$ cat config.mk
export PLATFORM = sky130hd
export DESIGN_NAME = ca_code_gen_flat
export DESIGN_NICKNAME = d
export VERILOG_FILES = /design/src/rtl/ca_code_gen_if.sv /design/src/rtl/ca_code_gen.sv /design/src/flat_wrapper.sv
export SDC_FILE = /design/constraint.sdc
export NUM_CORES = 1
export LEC_CHECK = 0
export CORE_MARGIN = 2
export CORE_UTILIZATION = 55
export DETAILED_ROUTE_END_ITERATION = 7
export GPL_ROUTABILITY_DRIVEN = 0
export PLACE_DENSITY = 0.74
export SLEW_MARGIN = 20
export SYNTH_ARGS = -nofsm -noshare
export SYNTH_HDL_FRONTEND = slang
export SYNTH_SLANG_ARGS = --single-unit
export TNS_END_PERCENT = 5
$ cat constraint.sdc
create_clock -name clk_in -period 5.79 [get_ports clk_in]
set_input_delay 1.158 -clock clk_in [delete_from_list [all_inputs] [get_ports clk_in]]
set_output_delay 1.158 -clock clk_in [all_outputs]
set_load 0.01 [all_outputs]
$ cat src/rtl/ca_code_gen_if.sv
// Control and sample bundle between the register bank, the C/A generator and the modulator.
interface ca_code_gen_if;
  logic        enable_in;
  logic [4:0]  n_sat_in;
  logic        ca_phase_start_in;
  logic [15:0] ca_phase_in;
  logic        ca_chip_out;
  logic        chip_tick_out;
  logic        epoch_out;
  logic        code_phase_done_out;

  modport master (
    output enable_in, n_sat_in, ca_phase_start_in, ca_phase_in,
    input  ca_chip_out, chip_tick_out, epoch_out, code_phase_done_out
  );

  modport slave (
    input  enable_in, n_sat_in, ca_phase_start_in, ca_phase_in,
    output ca_chip_out, chip_tick_out, epoch_out, code_phase_done_out
  );
endinterface

$ cat src/rtl/ca_code_gen.sv
// GPS L1 C/A code generator (G1/G2 Gold code, one sample per clock) with code-phase alignment.
// Define CA_FAST_SLEW_EN to slew one chip per clock during alignment; otherwise one sample per clock.
module ca_code_gen #(
  parameter int SAMPLES_PER_CHIP = 16,
  parameter int CODE_LEN         = 1023
) (
  input logic          clk_in,
  input logic          rst_in_n,
  ca_code_gen_if.slave ca_if
);
  localparam int SW          = $clog2(SAMPLES_PER_CHIP);
  localparam int CW          = $clog2(CODE_LEN);
  localparam int PHASE_LIMIT = CODE_LEN * SAMPLES_PER_CHIP;
  localparam logic [SW-1:0] SAMP_LAST = SW'(SAMPLES_PER_CHIP - 1);
  localparam logic [CW-1:0] CHIP_LAST = CW'(CODE_LEN - 1);

  typedef enum logic [1:0] {
    IDLE  = 2'd0,
    RUN   = 2'd1,
    ALIGN = 2'd2
  } state_t;

  state_t        state_q, state_d;
  logic          start_q;
  logic [SW-1:0] samp_q, samp_d;
  logic [CW-1:0] chip_q, chip_d;
  logic [9:0]    g1_q, g1_d;
  logic [9:0]    g2_q, g2_d;
  logic [CW-1:0] tgt_chip_q, tgt_chip_d;
  logic [SW-1:0] tgt_samp_q, tgt_samp_d;
  logic          done_q, done_d;
  logic          chip_o_q, chip_o_d;
  logic          tick_q, tick_d;
  logic          epoch_q, epoch_d;

  logic          start_edge;
  logic          phase_ok;
  logic          realign;
  logic          at_target;
  logic          run_d;
  logic [9:0]    g1_step, g2_step, g2_mask;
  logic [CW-1:0] chip_adv;
  logic [9:0]    g1_adv, g2_adv;

  function automatic logic [9:0] taps(input int a, input int b);
    return (10'd1 << (a - 1)) | (10'd1 << (b - 1));
  endfunction

  assign start_edge = ca_if.ca_phase_start_in & ~start_q;
  assign phase_ok   = {16'd0, ca_if.ca_phase_in} < 32'(PHASE_LIMIT);
  assign realign    = start_edge && phase_ok && (state_q != IDLE);

  // Bit i holds LFSR stage i+1; new bits enter stage 1 and the output is stage 10.
  assign g1_step = {g1_q[8:0], g1_q[2] ^ g1_q[9]};
  assign g2_step = {g2_q[8:0], g2_q[1] ^ g2_q[2] ^ g2_q[5] ^ g2_q[7] ^ g2_q[8] ^ g2_q[9]};

  assign chip_adv = (chip_q == CHIP_LAST) ? '0 : chip_q + CW'(1);
  assign g1_adv   = (chip_q == CHIP_LAST) ? '1 : g1_step;
  assign g2_adv   = (chip_q == CHIP_LAST) ? '1 : g2_step;

`ifdef CA_FAST_SLEW_EN
  assign at_target = (chip_q == tgt_chip_q);
`else
  assign at_target = (chip_q == tgt_chip_q) && (samp_q == tgt_samp_q);
`endif

  always_comb begin
    g2_mask = taps(4, 9);
    case (ca_if.n_sat_in)
      5'd0:  g2_mask = taps(2, 6);
      5'd1:  g2_mask = taps(3, 7);
      5'd2:  g2_mask = taps(4, 8);
      5'd3:  g2_mask = taps(5, 9);
      5'd4:  g2_mask = taps(1, 9);
      5'd5:  g2_mask = taps(2, 10);
      5'd6:  g2_mask = taps(1, 8);
      5'd7:  g2_mask = taps(2, 9);
      5'd8:  g2_mask = taps(3, 10);
      5'd9:  g2_mask = taps(2, 3);
      5'd10: g2_mask = taps(3, 4);
      5'd11: g2_mask = taps(5, 6);
      5'd12: g2_mask = taps(6, 7);
      5'd13: g2_mask = taps(7, 8);
      5'd14: g2_mask = taps(8, 9);
      5'd15: g2_mask = taps(9, 10);
      5'd16: g2_mask = taps(1, 4);
      5'd17: g2_mask = taps(2, 5);
      5'd18: g2_mask = taps(3, 6);
      5'd19: g2_mask = taps(4, 7);
      5'd20: g2_mask = taps(5, 8);
      5'd21: g2_mask = taps(6, 9);
      5'd22: g2_mask = taps(1, 3);
      5'd23: g2_mask = taps(4, 6);
      5'd24: g2_mask = taps(5, 7);
      5'd25: g2_mask = taps(6, 8);
      5'd26: g2_mask = taps(7, 9);
      5'd27: g2_mask = taps(8, 10);
      5'd28: g2_mask = taps(1, 6);
      5'd29: g2_mask = taps(2, 7);
      5'd30: g2_mask = taps(3, 8);
      5'd31: g2_mask = taps(4, 9);
      default: g2_mask = taps(4, 9);
    endcase
  end

  always_comb begin
    state_d    = state_q;
    samp_d     = samp_q;
    chip_d     = chip_q;
    g1_d       = g1_q;
    g2_d       = g2_q;
    tgt_chip_d = tgt_chip_q;
    tgt_samp_d = tgt_samp_q;
    done_d     = done_q;

    case (state_q)
      IDLE: begin
        samp_d  = '0;
        chip_d  = '0;
        g1_d    = '1;
        g2_d    = '1;
        done_d  = 1'b0;
        state_d = RUN;
      end
      RUN: begin
        samp_d = samp_q + SW'(1);
        if (samp_q == SAMP_LAST) begin
          chip_d = chip_adv;
          g1_d   = g1_adv;
          g2_d   = g2_adv;
        end
      end
      ALIGN: begin
        if (at_target) begin
          samp_d  = tgt_samp_q;
          done_d  = 1'b1;
          state_d = RUN;
        end else begin
`ifdef CA_FAST_SLEW_EN
          chip_d = chip_adv;
          g1_d   = g1_adv;
          g2_d   = g2_adv;
`else
          samp_d = samp_q + SW'(1);
          if (samp_q == SAMP_LAST) begin
            chip_d = chip_adv;
            g1_d   = g1_adv;
            g2_d   = g2_adv;
          end
`endif
        end
      end
      default: state_d = IDLE;
    endcase

    // A fresh in-range edge restarts alignment from phase 0, also while already aligning.
    if (realign) begin
      tgt_chip_d = CW'(ca_if.ca_phase_in >> SW);
      tgt_samp_d = ca_if.ca_phase_in[SW-1:0];
      samp_d     = '0;
      chip_d     = '0;
      g1_d       = '1;
      g2_d       = '1;
      done_d     = 1'b0;
      state_d    = ALIGN;
    end

    if (!ca_if.enable_in) begin
      samp_d  = '0;
      chip_d  = '0;
      g1_d    = '1;
      g2_d    = '1;
      done_d  = 1'b0;
      state_d = IDLE;
    end
  end

  // Outputs are registered from the next position so the first RUN cycle already shows it.
  assign run_d    = (state_d == RUN);
  assign chip_o_d = run_d & (g1_d[9] ^ (^(g2_d & g2_mask)));
  assign tick_d   = run_d && (samp_d == '0);
  assign epoch_d  = tick_d && (chip_d == '0);

  always_ff @(posedge clk_in or negedge rst_in_n) begin
    if (!rst_in_n) begin
      state_q    <= IDLE;
      start_q    <= 1'b0;
      samp_q     <= '0;
      chip_q     <= '0;
      g1_q       <= '1;
      g2_q       <= '1;
      tgt_chip_q <= '0;
      tgt_samp_q <= '0;
      done_q     <= 1'b0;
      chip_o_q   <= 1'b0;
      tick_q     <= 1'b0;
      epoch_q    <= 1'b0;
    end else begin
      state_q    <= state_d;
      start_q    <= ca_if.ca_phase_start_in;
      samp_q     <= samp_d;
      chip_q     <= chip_d;
      g1_q       <= g1_d;
      g2_q       <= g2_d;
      tgt_chip_q <= tgt_chip_d;
      tgt_samp_q <= tgt_samp_d;
      done_q     <= done_d;
      chip_o_q   <= chip_o_d;
      tick_q     <= tick_d;
      epoch_q    <= epoch_d;
    end
  end

  assign ca_if.ca_chip_out         = chip_o_q;
  assign ca_if.chip_tick_out       = tick_q;
  assign ca_if.epoch_out           = epoch_q;
  assign ca_if.code_phase_done_out = done_q;
endmodule

$ cat src/flat_wrapper.sv
// flat-port wrapper written by rule: the top's interface ports become plain ports
module ca_code_gen_flat 
#(
  parameter int SAMPLES_PER_CHIP = 16,
  parameter int CODE_LEN         = 1023
)
  (clk_in, rst_in_n, ca_if_enable_in, ca_if_n_sat_in, ca_if_ca_phase_start_in, ca_if_ca_phase_in, ca_if_ca_chip_out, ca_if_chip_tick_out, ca_if_epoch_out, ca_if_code_phase_done_out);
  ca_code_gen_if ca_if_i ();
  input logic clk_in;
  input logic rst_in_n;
  input wire logic [$bits(ca_if_i.enable_in)-1:0] ca_if_enable_in;
  input wire logic [$bits(ca_if_i.n_sat_in)-1:0] ca_if_n_sat_in;
  input wire logic [$bits(ca_if_i.ca_phase_start_in)-1:0] ca_if_ca_phase_start_in;
  input wire logic [$bits(ca_if_i.ca_phase_in)-1:0] ca_if_ca_phase_in;
  output wire logic [$bits(ca_if_i.ca_chip_out)-1:0] ca_if_ca_chip_out;
  output wire logic [$bits(ca_if_i.chip_tick_out)-1:0] ca_if_chip_tick_out;
  output wire logic [$bits(ca_if_i.epoch_out)-1:0] ca_if_epoch_out;
  output wire logic [$bits(ca_if_i.code_phase_done_out)-1:0] ca_if_code_phase_done_out;
  assign ca_if_i.enable_in = ca_if_enable_in;
  assign ca_if_i.n_sat_in = ca_if_n_sat_in;
  assign ca_if_i.ca_phase_start_in = ca_if_ca_phase_start_in;
  assign ca_if_i.ca_phase_in = ca_if_ca_phase_in;
  assign ca_if_ca_chip_out = ca_if_i.ca_chip_out;
  assign ca_if_chip_tick_out = ca_if_i.chip_tick_out;
  assign ca_if_epoch_out = ca_if_i.epoch_out;
  assign ca_if_code_phase_done_out = ca_if_i.code_phase_done_out;
  ca_code_gen #(.SAMPLES_PER_CHIP(SAMPLES_PER_CHIP), .CODE_LEN(CODE_LEN)) u_core (.clk_in(clk_in), .rst_in_n(rst_in_n), .ca_if(ca_if_i));
endmodule
* After elaboration in Yosys (flattened, before gate mapping)
Memories as Yosys holds them, arrays and structs flattened. Index checks and enable logic that the tools add are counted.
Cells by class: $lt $le $gt $ge 1, reduce and logical (&&, ||, !) cells 12, mux-type cells 30, add/subtract/negate cells 2, equal/unequal tests 11, bitwise logic cells 11
Operator list (number):
- two-way mux 10 bit | 15
- case mux 10 bit (3 select lines) | 3
- < comparator 16 x 14 -> 1 bit, second input constant | 1
- two-way mux 4 bit | 3
- case mux 4 bit (3 select lines) | 1
- adder 10 x 1 -> 10 bit, second input constant | 1
- AND 10 bit | 1
- equality test 10 bit | 1
- equality test 10 bit, second input constant | 1
- logical NOT 10 bit | 1
- parity 10 bit | 1
- XOR 1 bit | 7
- two-way mux 2 bit | 3
- case mux 2 bit (3 select lines) | 1
- logical AND 1 bit | 5
- != test 5 x 1 -> 1 bit, second input constant | 1
- adder 4 x 1 -> 4 bit, second input constant | 1
- equality test 2 x 1 -> 1 bit, second input constant | 2
- equality test 4 bit | 1
- equality test 4 bit, second input constant | 1
- logical NOT 4 bit | 1
- != test 4 x 1 -> 1 bit, second input constant | 1
- != test 4 x 2 -> 1 bit, second input constant | 1
- != test 4 x 3 -> 1 bit, second input constant | 1
- other kinds (8) | 12
Storage, ports and cells: word-level logic and storage cells 81, register bits after elaboration 55, output and inout port bits 4, memories 1, memory bits (read-only) 320
Memories:
- (no name shown) | words 32, width 10, rd ports 1, clocked after Yosys merged registers in 0, wr ports 0, line ca_code_gen.sv:69 | case (ca_if.n_sat_in)

* Logic depth before layout (Yosys ltp)
Gate-level depths: netlist of run 1.
depth after elaboration 15, gate-level depth with buffers 13

* Least setup slack after synthesis of run 1
Ideal clock, no wire load.
kind input to register, from input port ca_if_ca_phase_in[5], to register u_core.chip_o_q (netlist: u_core.ca_if.ca_chip_out), buffers on the path 0, cell stages on the path 9, path slack 2.405 ns, data arrival time 3.266 ns, cell sequence nand4_1 o31ai_1 a21oi_1 nor2b_1 o311ai_0 o21ai_0 xnor3_1 xnor3_1 and2_1
On the way: cells in the longest elaborated chain, start to end 9, elaborated cells between the ends (all ways) 14, classes of those cells order compare (1); eq/ne (1); mux (6); bitwise (3); reduce/logical (3)
Ends and longest elaborated chain:
- start, declared | line flat_wrapper.sv:14 | input wire logic [$bits(ca_if_i.ca_phase_in)-1:0] ca_if_ca_phase_in;
- < comparator 16 x 14 -> 1 bit (*) | line ca_code_gen.sv:50 | assign phase_ok = {16'd0, ca_if.ca_phase_in} < 32'(PHASE_LIMIT);
- logical AND 1 bit (*) (2 in series) | line ca_code_gen.sv:51 | assign realign = start_edge && phase_ok && (state_q != IDLE);
- two-way mux 10 bit | line ca_code_gen.sv:157 | if (realign) begin
- two-way mux 10 bit | line ca_code_gen.sv:168 | if (!ca_if.enable_in) begin
- AND 10 bit | line ca_code_gen.sv:180 | assign chip_o_d = run_d & (g1_d[9] ^ (^(g2_d & g2_mask)));
- parity 10 bit | line ca_code_gen.sv:180
- XOR 1 bit | line ca_code_gen.sv:180
- AND 1 bit (*) | line ca_code_gen.sv:180
- named net u_core.chip_o_d | line ca_code_gen.sv:32 | logic chip_o_q, chip_o_d;
- end signal, assigned | line ca_code_gen.sv:208 | chip_o_q <= chip_o_d;
- end, declared | line ca_code_gen.sv:32
The timed path passes the listed nets; every way through them passes the cells marked *. A chain may end at the register's enable or synchronous reset.

* Worst setup path after layout of run 1
Same ends and word-level chain as after synthesis.

==> results.toml, run 1 <==
[run_status]
run_status = "completed"

[global_routing]
antenna_found_initial = 0
grt_pass1_wl_um = 15700
grt_pass1_vias = 3164
grt-ovfl-total = 0
gr-usage-all-layers_pct = 26.13
grt_start_max_net_pins = 56

[clock_network]
hold_buffers = 0
clock_sinks = 55
h-tree-depth = 2
postCtsResizedCells = 0
cts_tree = "built"
cts_buffers = 5
clk_latency_ns = 0.31
cts-root-buf = "clkbuf_8"
cts_setup_buffers = 0
cts_buffer_depth = 2
path_clk_slew_ns = 0.11

[synth]
synthFlopType = "dfrtp_1"
synth_edf_count = 0
ys_warn_count = 0
syn-cell-area_mm2 = 0.003810
yosysSeqAreaShare_pct = 36.78
syn_nets = 448
synthCells = 415
synth_cell_type_count = 63
synth_seq_cells = 55
async_flop_share_pct = 100.0
avgSynthCellArea_um2 = 9.180

[finish]
final_cells = 508
register_area_mm2 = 0.001401
multiInputGateArea_mm2 = 0.002233
syn_to_final_growth_pct = 9.031
fillCellCount = 590
final_common_cell = "nor2_1"
final_nets = 460
drive_gt1_share_pct = 14.72
num_antenna_cells = 0
layout_common_cells = "40 x nor2_1, 38 x a21oi_1, 35 x dfrtp_1"

[route]
wl_met2_um = 4624
wl_um = 9497
drc = 0
via_per_inst = 6.559
wl_met3_um = 589
ant_nets = 0
vias = 3332
wire_per_inst_um = 18.69
dr.pass1.iters = 5
route.layer.met1.wl_um = 4158
drtIter0Drc = 320
top_layer_used = "met4"

[timing]
fin_ws_ns = 1.552
rsz0062_at_grt = "false"
worstMarginPinSlew_ns = 0.9584
setup_viol = 0
min_period_ns = 4.238
fin_skew_ns = 0.01270
hold_viol_final = 0
slew_viol_final = 0
tns_ns = 0
max_freq_mhz = 236.0
finalCritPeriodShare_pct = 73.20
relSlewSlack_pct = 36.10

[critical_path]
crit_fanout = 16
slowest_delay_ns = 0.53
cpMostUsedCell = "xnor3_1"
startpoint_type = "input port"
cp-end-kind = "register"
path_class = "in2reg"
path_delay_family = "compound AO/OA/AOI/OAI gates"
cp.depth = 11
required_ns = 5.99
reg2reg_depth = 9
path_cells = "clkdlybuf4s50_1 > nand4_1 > o31ai_1 > a21oi_1 > buf_4 > nor2b_1 > o311ai_0 > o21ai_0 > xnor3_1 > xnor3_1 > and2_1"
critPathBufInv = 2
slowest_stage = "o31ai_1"
cp_data_arrival_time_ns = 4.44

[placed_design]
post-place-ws_ns = 1.343
place_inst = 500
dp_hpwl_um = 6626
io_buffers = 28

[floorplan]
die_w_um = 87.23
die-area_mm2 = 0.007609
ios = 29
chipHeight_um = 87.23
start_util_pct = 56.39
core-area_mm2 = 0.006756
rows = 30

[power]
leakagePower_nw = 1.639
ir_drop_v = 0.0001478
p_total_uw = 995.1
p_per_area_mw_per_mm2 = 239.5

[min_path]
hold_path_class = "reg2reg"
hold-path-cell-count = 2

[job]
maxCapViolations = 0
==> power by group <==
| group | switching, mW | internal [mW] | total (mW) |
|---|---|---|---|
| sequential | 0.0489 | 0.445 | 0.494 |
| clock | 0.128 | 0.0855 | 0.214 |
| combinational | 0.153 | 0.134 | 0.287 |
| total | 0.330 | 0.665 | 0.995 |
==> per-layer routing <==
layer | up-vias | track usage, %
li1 | 1549 | -
met1 | 1628 | 36.47
met3 | 12 | 3.981
met2 | 143 | 42.33
met5 | - | 0
met4 | 0 | 7.552
==> worst paths after layout <==
kind	start	endpoint	slack [ns]
hold reg to reg	u_core.g1_q[6]	u_core.g1_q[6]	0.51
setup reg to reg	u_core.state_q[1]	u_core.ca_if.ca_chip_out	1.78
min in group asynchronous	rst_in_n	u_core.chip_q[8]	0.96
max in group asynchronous	rst_in_n	u_core.state_q[1]	4.37
setup / recovery	ca_if_ca_phase_in[5]	u_core.ca_if.ca_chip_out	1.55
hold / removal	u_core.g1_q[6]	u_core.g1_q[6]	0.51
==> tightest hold or removal path, delay by kind of cell, from the launching register on <==
| family | cells | cell delay (ns) |
|---|---|---|
| and+or+nand+nor | 1 | 0.09 |
| DFF | 1 | 0.39 |
| AOI/OAI and AO/OA | 1 | 0.04 |
==> flip-flops by register name (all words and copies together) (netlist names) <==
register	count
u_core.ca_if.code_phase_done_out	1
u_core.tgt_samp_q	4
u_core.ca_if.chip_tick_out	1
u_core.chip_q	10
u_core.ca_if.ca_chip_out	1
u_core.g2_q	10
u_core.start_q	1
u_core.samp_q	4
u_core.state_q	2
u_core.g1_q	10
u_core.tgt_chip_q	10
u_core.ca_if.epoch_out	1
==> cells by family after synthesis <==
family	after synthesis	synth area share (%)
and+or+nand+nor	141	20.00
AOI/OAI and AO/OA	131	22.63
DFF	55	36.78
buffers and inverters	35	4.597
xor gates and xnor gates	27	7.849
muxes	18	5.517
adders and majority gates	8	2.627
==> cells in the mapped netlist (all sizes together) (5+ instances only) <==
master	n	area share, %
dfrtp	35	23
o31ai	8	2.0
a211oi	7	1.4
buf	12	2.3
ha	8	2.6
xor2	18	4.3
nand2b	7	1.1
mux2	14	4.1
nor3	6	0.92
nand3	14	1.8
nor4	7	2.3
dfstp	20	14
o211ai	6	1.3
nand4	6	1.4
nand2	33	3.3
nor2	40	3.9
clkbuf	14	1.4
inv	9	0.89
o21ai	36	4.7
xnor2	5	1.1
a21oi	40	5.6
and4	5	1.1
a31oi	9	1.9
and3	6	0.99
==> stage by stage <==
stage | instance area (um^2) | utilization (%) | hold slack, ns
2_1_floorplan | 3810 | - | 0.4795
3_3_place_gp | 4066 | 60.19 | 0.4886
3_5_place_dp | 4066 | 60.19 | 0.4919
4_1_cts | 4154 | 61.48 | 0.5092
5_1_grt | 4154 | 61.48 | 0.5299
6_report | 4154 | 61.48 | 0.5064
==> layout make-up <==
class,count,share of cell area [%]
Multi-Input combinational cell,325,53.77
Sequential cell,55,33.73
Timing Repair Buffer,31,7.169
Tap cell,80,2.410
Clock buffer,5,1.657
Inverter,9,0.8133
Clock inverter,3,0.4518
Note: power is estimated with default switching activity, not from simulation.
==> run 2: changes to the inputs <==
==> constraint.sdc (replaced) <==
create_clock -name clk_in -period 4.35 [get_ports clk_in]
set_input_delay 0.87 -clock clk_in [delete_from_list [all_inputs] [get_ports clk_in]]
set_output_delay 0.87 -clock clk_in [all_outputs]
set_load 0.01 [all_outputs]
==> results.toml, run 2 (same netlist as run 1, synthesis figures left out) <==
[route]
drc = 0
vias = 3316
wl_um = 9227
drtIter0Drc = 224
via_per_inst = 6.439
dr.pass1.iters = 5
ant_nets = 0
wire_per_inst_um = 17.92

[critical_path]
required_ns = 4.55
path_cells = "clkdlybuf4s50_1 > nand4_1 > o31ai_1 > nand3_1 > o31ai_2 > xnor2_1 > xnor3_1 > xnor3_1 > and2_1"
crit_fanout = 8
reg2reg_depth = 9
slowest_stage = "o31ai_1"
reg2reg_from = "u_core.chip_q[2]"
cpMostUsedCell = "xnor3_1"
cp-end-kind = "register"
startpoint_type = "input port"
path_class = "in2reg"
cp_data_arrival_time_ns = 4.03
critPathLaunch = "ca_if_ca_phase_in[5]"
slowest_delay_ns = 0.65

[placed_design]
io_buffers = 28
dp_hpwl_um = 6646
placed_cell_area_mm2 = 0.004119

[min_path]
worstHoldStart = "u_core.g1_q[4]"
hold-path-cell-count = 2
hold_path_class = "reg2reg"

[floorplan]
ios = 29
chipHeight_um = 87.23
start_util_pct = 56.39
rows = 30
die_w_um = 87.23
die-area_mm2 = 0.007609
core-area_mm2 = 0.006756

[timing]
hold_viol_final = 0
max_freq_mhz = 261.2
tns_ns = 0
min_period_ns = 3.828
worstMarginPinSlew_ns = 0.7586
relSlewSlack_pct = 49.43
slew_viol_final = 0
rsz0062_at_grt = "false"
setup_viol = 0
fin_skew_ns = 0.01559
finalCritPeriodShare_pct = 88.00

[power]
ir_drop_v = 0.0001908
p_per_area_mw_per_mm2 = 327.0
leakagePower_nw = 1.678

[clock_network]
hold_buffers = 0
cts_setup_buffers = 0
h-tree-depth = 2
cts_buffers = 5
postCtsResizedCells = 0
clock_sinks = 55
cts_buffer_depth = 2
clk_latency_ns = 0.31
path_clk_slew_ns = 0.09
cts-root-buf = "clkbuf_8"
cts_tree = "built"

[finish]
final_common_cell = "nor2_1"
syn_to_final_growth_pct = 10.90
layout_common_cells = "40 x nor2_1, 38 x a21oi_1, 35 x dfrtp_1"
final_area_mm2 = 0.004225
num_antenna_cells = 0
drive_gt1_share_pct = 15.63
final_nets = 467

[global_routing]
gr-usage-all-layers_pct = 25.23
grt_pass1_vias = 3020
grt_pass1_wl_um = 15240
grt_start_max_net_pins = 35
antenna_found_initial = 0
grt-ovfl-total = 0

[job]
maxCapViolations = 0

[run_status]
run_status = "completed"
==> run 2: area by class of cell <==
| class | count | area [um^2] |
|---|---|---|
| clock buffer | 7 | 76.32 |
| clock inverter | 1 | 30.03 |
| fill | 591 | 2531 |
| inverter | 9 | 33.78 |
| tap | 80 | 100.1 |
| multi-input combinational | 325 | 2233 |
| sequential | 55 | 1401 |
| timing repair buffer | 38 | 350.3 |
==> run 2: final timing paths <==
check                                           endpoint  slack (ns)
max in group asynchronous                 u_core.g2_q[6]        2.88
worst min-delay path                      u_core.g1_q[4]        0.51
worst max-delay path            u_core.ca_if.ca_chip_out        0.52
worst max register to register    u_core.ca_if.epoch_out        0.87
worst min register to register            u_core.g1_q[4]        0.51
min in group asynchronous           u_core.tgt_chip_q[9]        0.62
==> run 2: power breakdown <==
group	total [mW]	internal, mW	leakage (nW)	switching, mW
combinational	0.400	0.186	0.959	0.214
sequential	0.645	0.593	0.666	0.0528
clock	0.336	0.173	0.0524	0.164
total	1.38	0.951	1.68	0.430
==> run 2: worst max-delay path, delay by kind of cell <==
family	cells	cell delay, ns
AO/OA/AOI/OAI	2	1.02
XOR/XNOR	3	0.92
buffers and inverters	1	0.49
AND/OR/NAND/NOR	3	0.73
==> run 2: metrics by stage <==
stage                     power (mW)  hold slack [ns]  util [%]  worst slack, ns  instances
after global routing           1.457           0.5368     62.54           0.4241        515
after CTS                      1.389           0.5078     62.54           0.6050        515
after floorplan               0.9259           0.4795         -            1.253        415
final                          1.382           0.5081     62.54           0.5219        515
after detailed placement       1.052           0.4905     60.96           0.3099        507
after global placement         1.040           0.4883     60.96           0.4632        507
==> run 2: per-layer routing <==
layer,wire length [um],vias up,GRT usage (%)
met1,4225,1613,37.70
met5,0,-,0
met3,502,9,2.938
li1,-,1566,-
met4,70,0,5.035
met2,4429,128,39.83
==> run 3: changes to the inputs <==
--- a/config.mk
+++ b/config.mk
@@ -6,10 +6,10 @@
 export NUM_CORES = 1
 export LEC_CHECK = 0
 export CORE_MARGIN = 2
-export CORE_UTILIZATION = 55
+export CORE_UTILIZATION = 59
 export DETAILED_ROUTE_END_ITERATION = 7
 export GPL_ROUTABILITY_DRIVEN = 0
-export PLACE_DENSITY = 0.74
+export PLACE_DENSITY = 0.78
 export SLEW_MARGIN = 20
 export SYNTH_ARGS = -nofsm -noshare
 export SYNTH_HDL_FRONTEND = slang
==> results.toml, run 3 (same netlist as run 1, synthesis figures left out) <==
[run_status]
run_status = "completed"

[min_path]
hold_path_class = "reg2reg"
holdPathEnd = "u_core.g1_q[3]"
worstHoldStart = "u_core.g1_q[3]"
hold-path-cell-count = 2

[timing]
finalCritPeriodShare_pct = 85.70
max_freq_mhz = 268.2
min_period_ns = 3.728
setup_viol = 0
rsz0062_at_grt = "false"
worstMarginPinSlew_ns = 0.8207
fin_skew_ns = 0.007915
tns_ns = 0
fin_hold_ws_ns = 0.5048
relSlewSlack_pct = 45.29
slew_viol_final = 0
hold_viol_final = 0

[clock_network]
postCtsResizedCells = 0
cts_tree = "built"
cts_buffers = 5
cts-root-buf = "clkbuf_8"
cts_setup_buffers = 0
clk_latency_ns = 0.31
clock_sinks = 55
path_clk_slew_ns = 0.10
hold_buffers = 0
h-tree-depth = 2
cts_buffer_depth = 2

[critical_path]
r2r_slack_ns = 0.62
critPathBufInv = 1
cp_data_arrival_time_ns = 3.94
path_cells = "inv_1 > nand2_1 > nand2_1 > a21oi_2 > o211ai_2 > a221oi_2 > xnor3_1 > xnor3_1 > and2_1"
crit_fanout = 16
slowest_delay_ns = 0.68
required_ns = 4.56
reg2reg_from = "u_core.state_q[0]"
path_delay_family = "compound AO/OA/AOI/OAI gates"
cp-end-kind = "register"
startpoint_type = "register"
slowest_stage = "dfrtp_1"
path_class = "reg2reg"
timing.rr.end = "u_core.ca_if.ca_chip_out"
reg2reg_depth = 9

[floorplan]
rows = 29
die-area_mm2 = 0.007117
die_w_um = 84.36
start_util_pct = 60.34
chipHeight_um = 84.36
core-area_mm2 = 0.006314
ios = 29

[global_routing]
antenna_found_initial = 0
gr-usage-all-layers_pct = 27.01
grt_pass1_vias = 3196
grt_start_max_net_pins = 36
grt_pass1_wl_um = 15680
grt-ovfl-total = 0

[placed_design]
io_buffers = 28
place_inst = 504
dp_hpwl_um = 6695

[finish]
syn_to_final_growth_pct = 11.20
layout_common_cells = "40 x nor2_1, 38 x a21oi_1, 35 x dfrtp_1"
num_antenna_cells = 0
final_common_cell = "nor2_1"
final_nets = 467
final_cells = 512
drive_gt1_share_pct = 16.09

[route]
via_per_inst = 6.625
route.layer.met1.wl_um = 4039
drtIter0Drc = 530
dr.pass1.iters = 6
wire_per_inst_um = 18.29
wl_um = 9362
top_layer_used = "met4"
wl_met2_um = 4351
wl_met3_um = 825
vias = 3392
drc = 0
ant_nets = 0

[power]
leakagePower_nw = 1.687
ir_drop_v = 0.0002416
p_per_area_mw_per_mm2 = 333.4

[job]
maxCapViolations = 0
-- run 3: cell types whose count changed in the layout (fill, tap and decap cells not counted), sizes merged --
cell    delta
inv        +1
clkbuf     -1
-- run 3: cell type report --
cell class / count / area [um^2]
Multi-Input combinational cell: 325 / 2233
Sequential cell: 55 / 1401
Fill cell: 489 / 2077
Inverter: 9 / 33.78
Timing Repair Buffer: 38 / 350.3
Tap cell: 77 / 96.34
Clock inverter: 2 / 38.79
Clock buffer: 6 / 82.58
-- run 3: worst max-delay path by stage --
stage,from,end,cells past startpoint
after floorplan,ca_if_ca_phase_in[5],u_core.ca_if.ca_chip_out,9
after global placement,ca_if_n_sat_in[0],u_core.ca_if.ca_chip_out,11
after detailed placement,ca_if_n_sat_in[0],u_core.ca_if.ca_chip_out,11
after CTS,ca_if_n_sat_in[0],u_core.ca_if.ca_chip_out,11
after global routing,u_core.state_q[0],u_core.ca_if.ca_chip_out,9
final,u_core.state_q[0],u_core.ca_if.ca_chip_out,9
-- run 3: per-stage QoR --
| step | util, % | setup WS [ns] | cell area, um^2 | total power, mW |
|---|---|---|---|---|
| 2_1_floorplan | - | 1.253 | 3810 | 0.9259 |
| 3_3_place_gp | 65.18 | 0.4928 | 4115 | 1.038 |
| 3_5_place_dp | 65.18 | 0.3962 | 4115 | 1.051 |
| 4_1_cts | 67.10 | 0.7316 | 4237 | 1.414 |
| 5_1_grt | 67.10 | 0.4612 | 4237 | 1.481 |
| 6_report | 67.10 | 0.6219 | 4237 | 1.413 |
-- run 3: layer usage --
metal,GRT usage [%],up-vias
met3,3.835,21
met4,7.359,0
met5,0,-
met2,40.33,194
li1,-,1559
met1,41.37,1618
-- run 3: worst reg2reg max path: stages, from the launching register on --
cell and delay [ns]:
dfrtp_1 0.68, inv_1 0.42, nand2_1 0.40, nand2_1 0.22, a21oi_2 0.44, o211ai_2 0.20
a221oi_2 0.37, xnor3_1 0.41, xnor3_1 0.33, and2_1 0.16
-- run 3: report_power, final --
part	internal (mW)	switching, mW	leakage, nW
Combinational	0.185	0.212	0.959
Clock	0.190	0.177	0.0618
Sequential	0.593	0.0566	0.666
Total	0.967	0.446	1.69
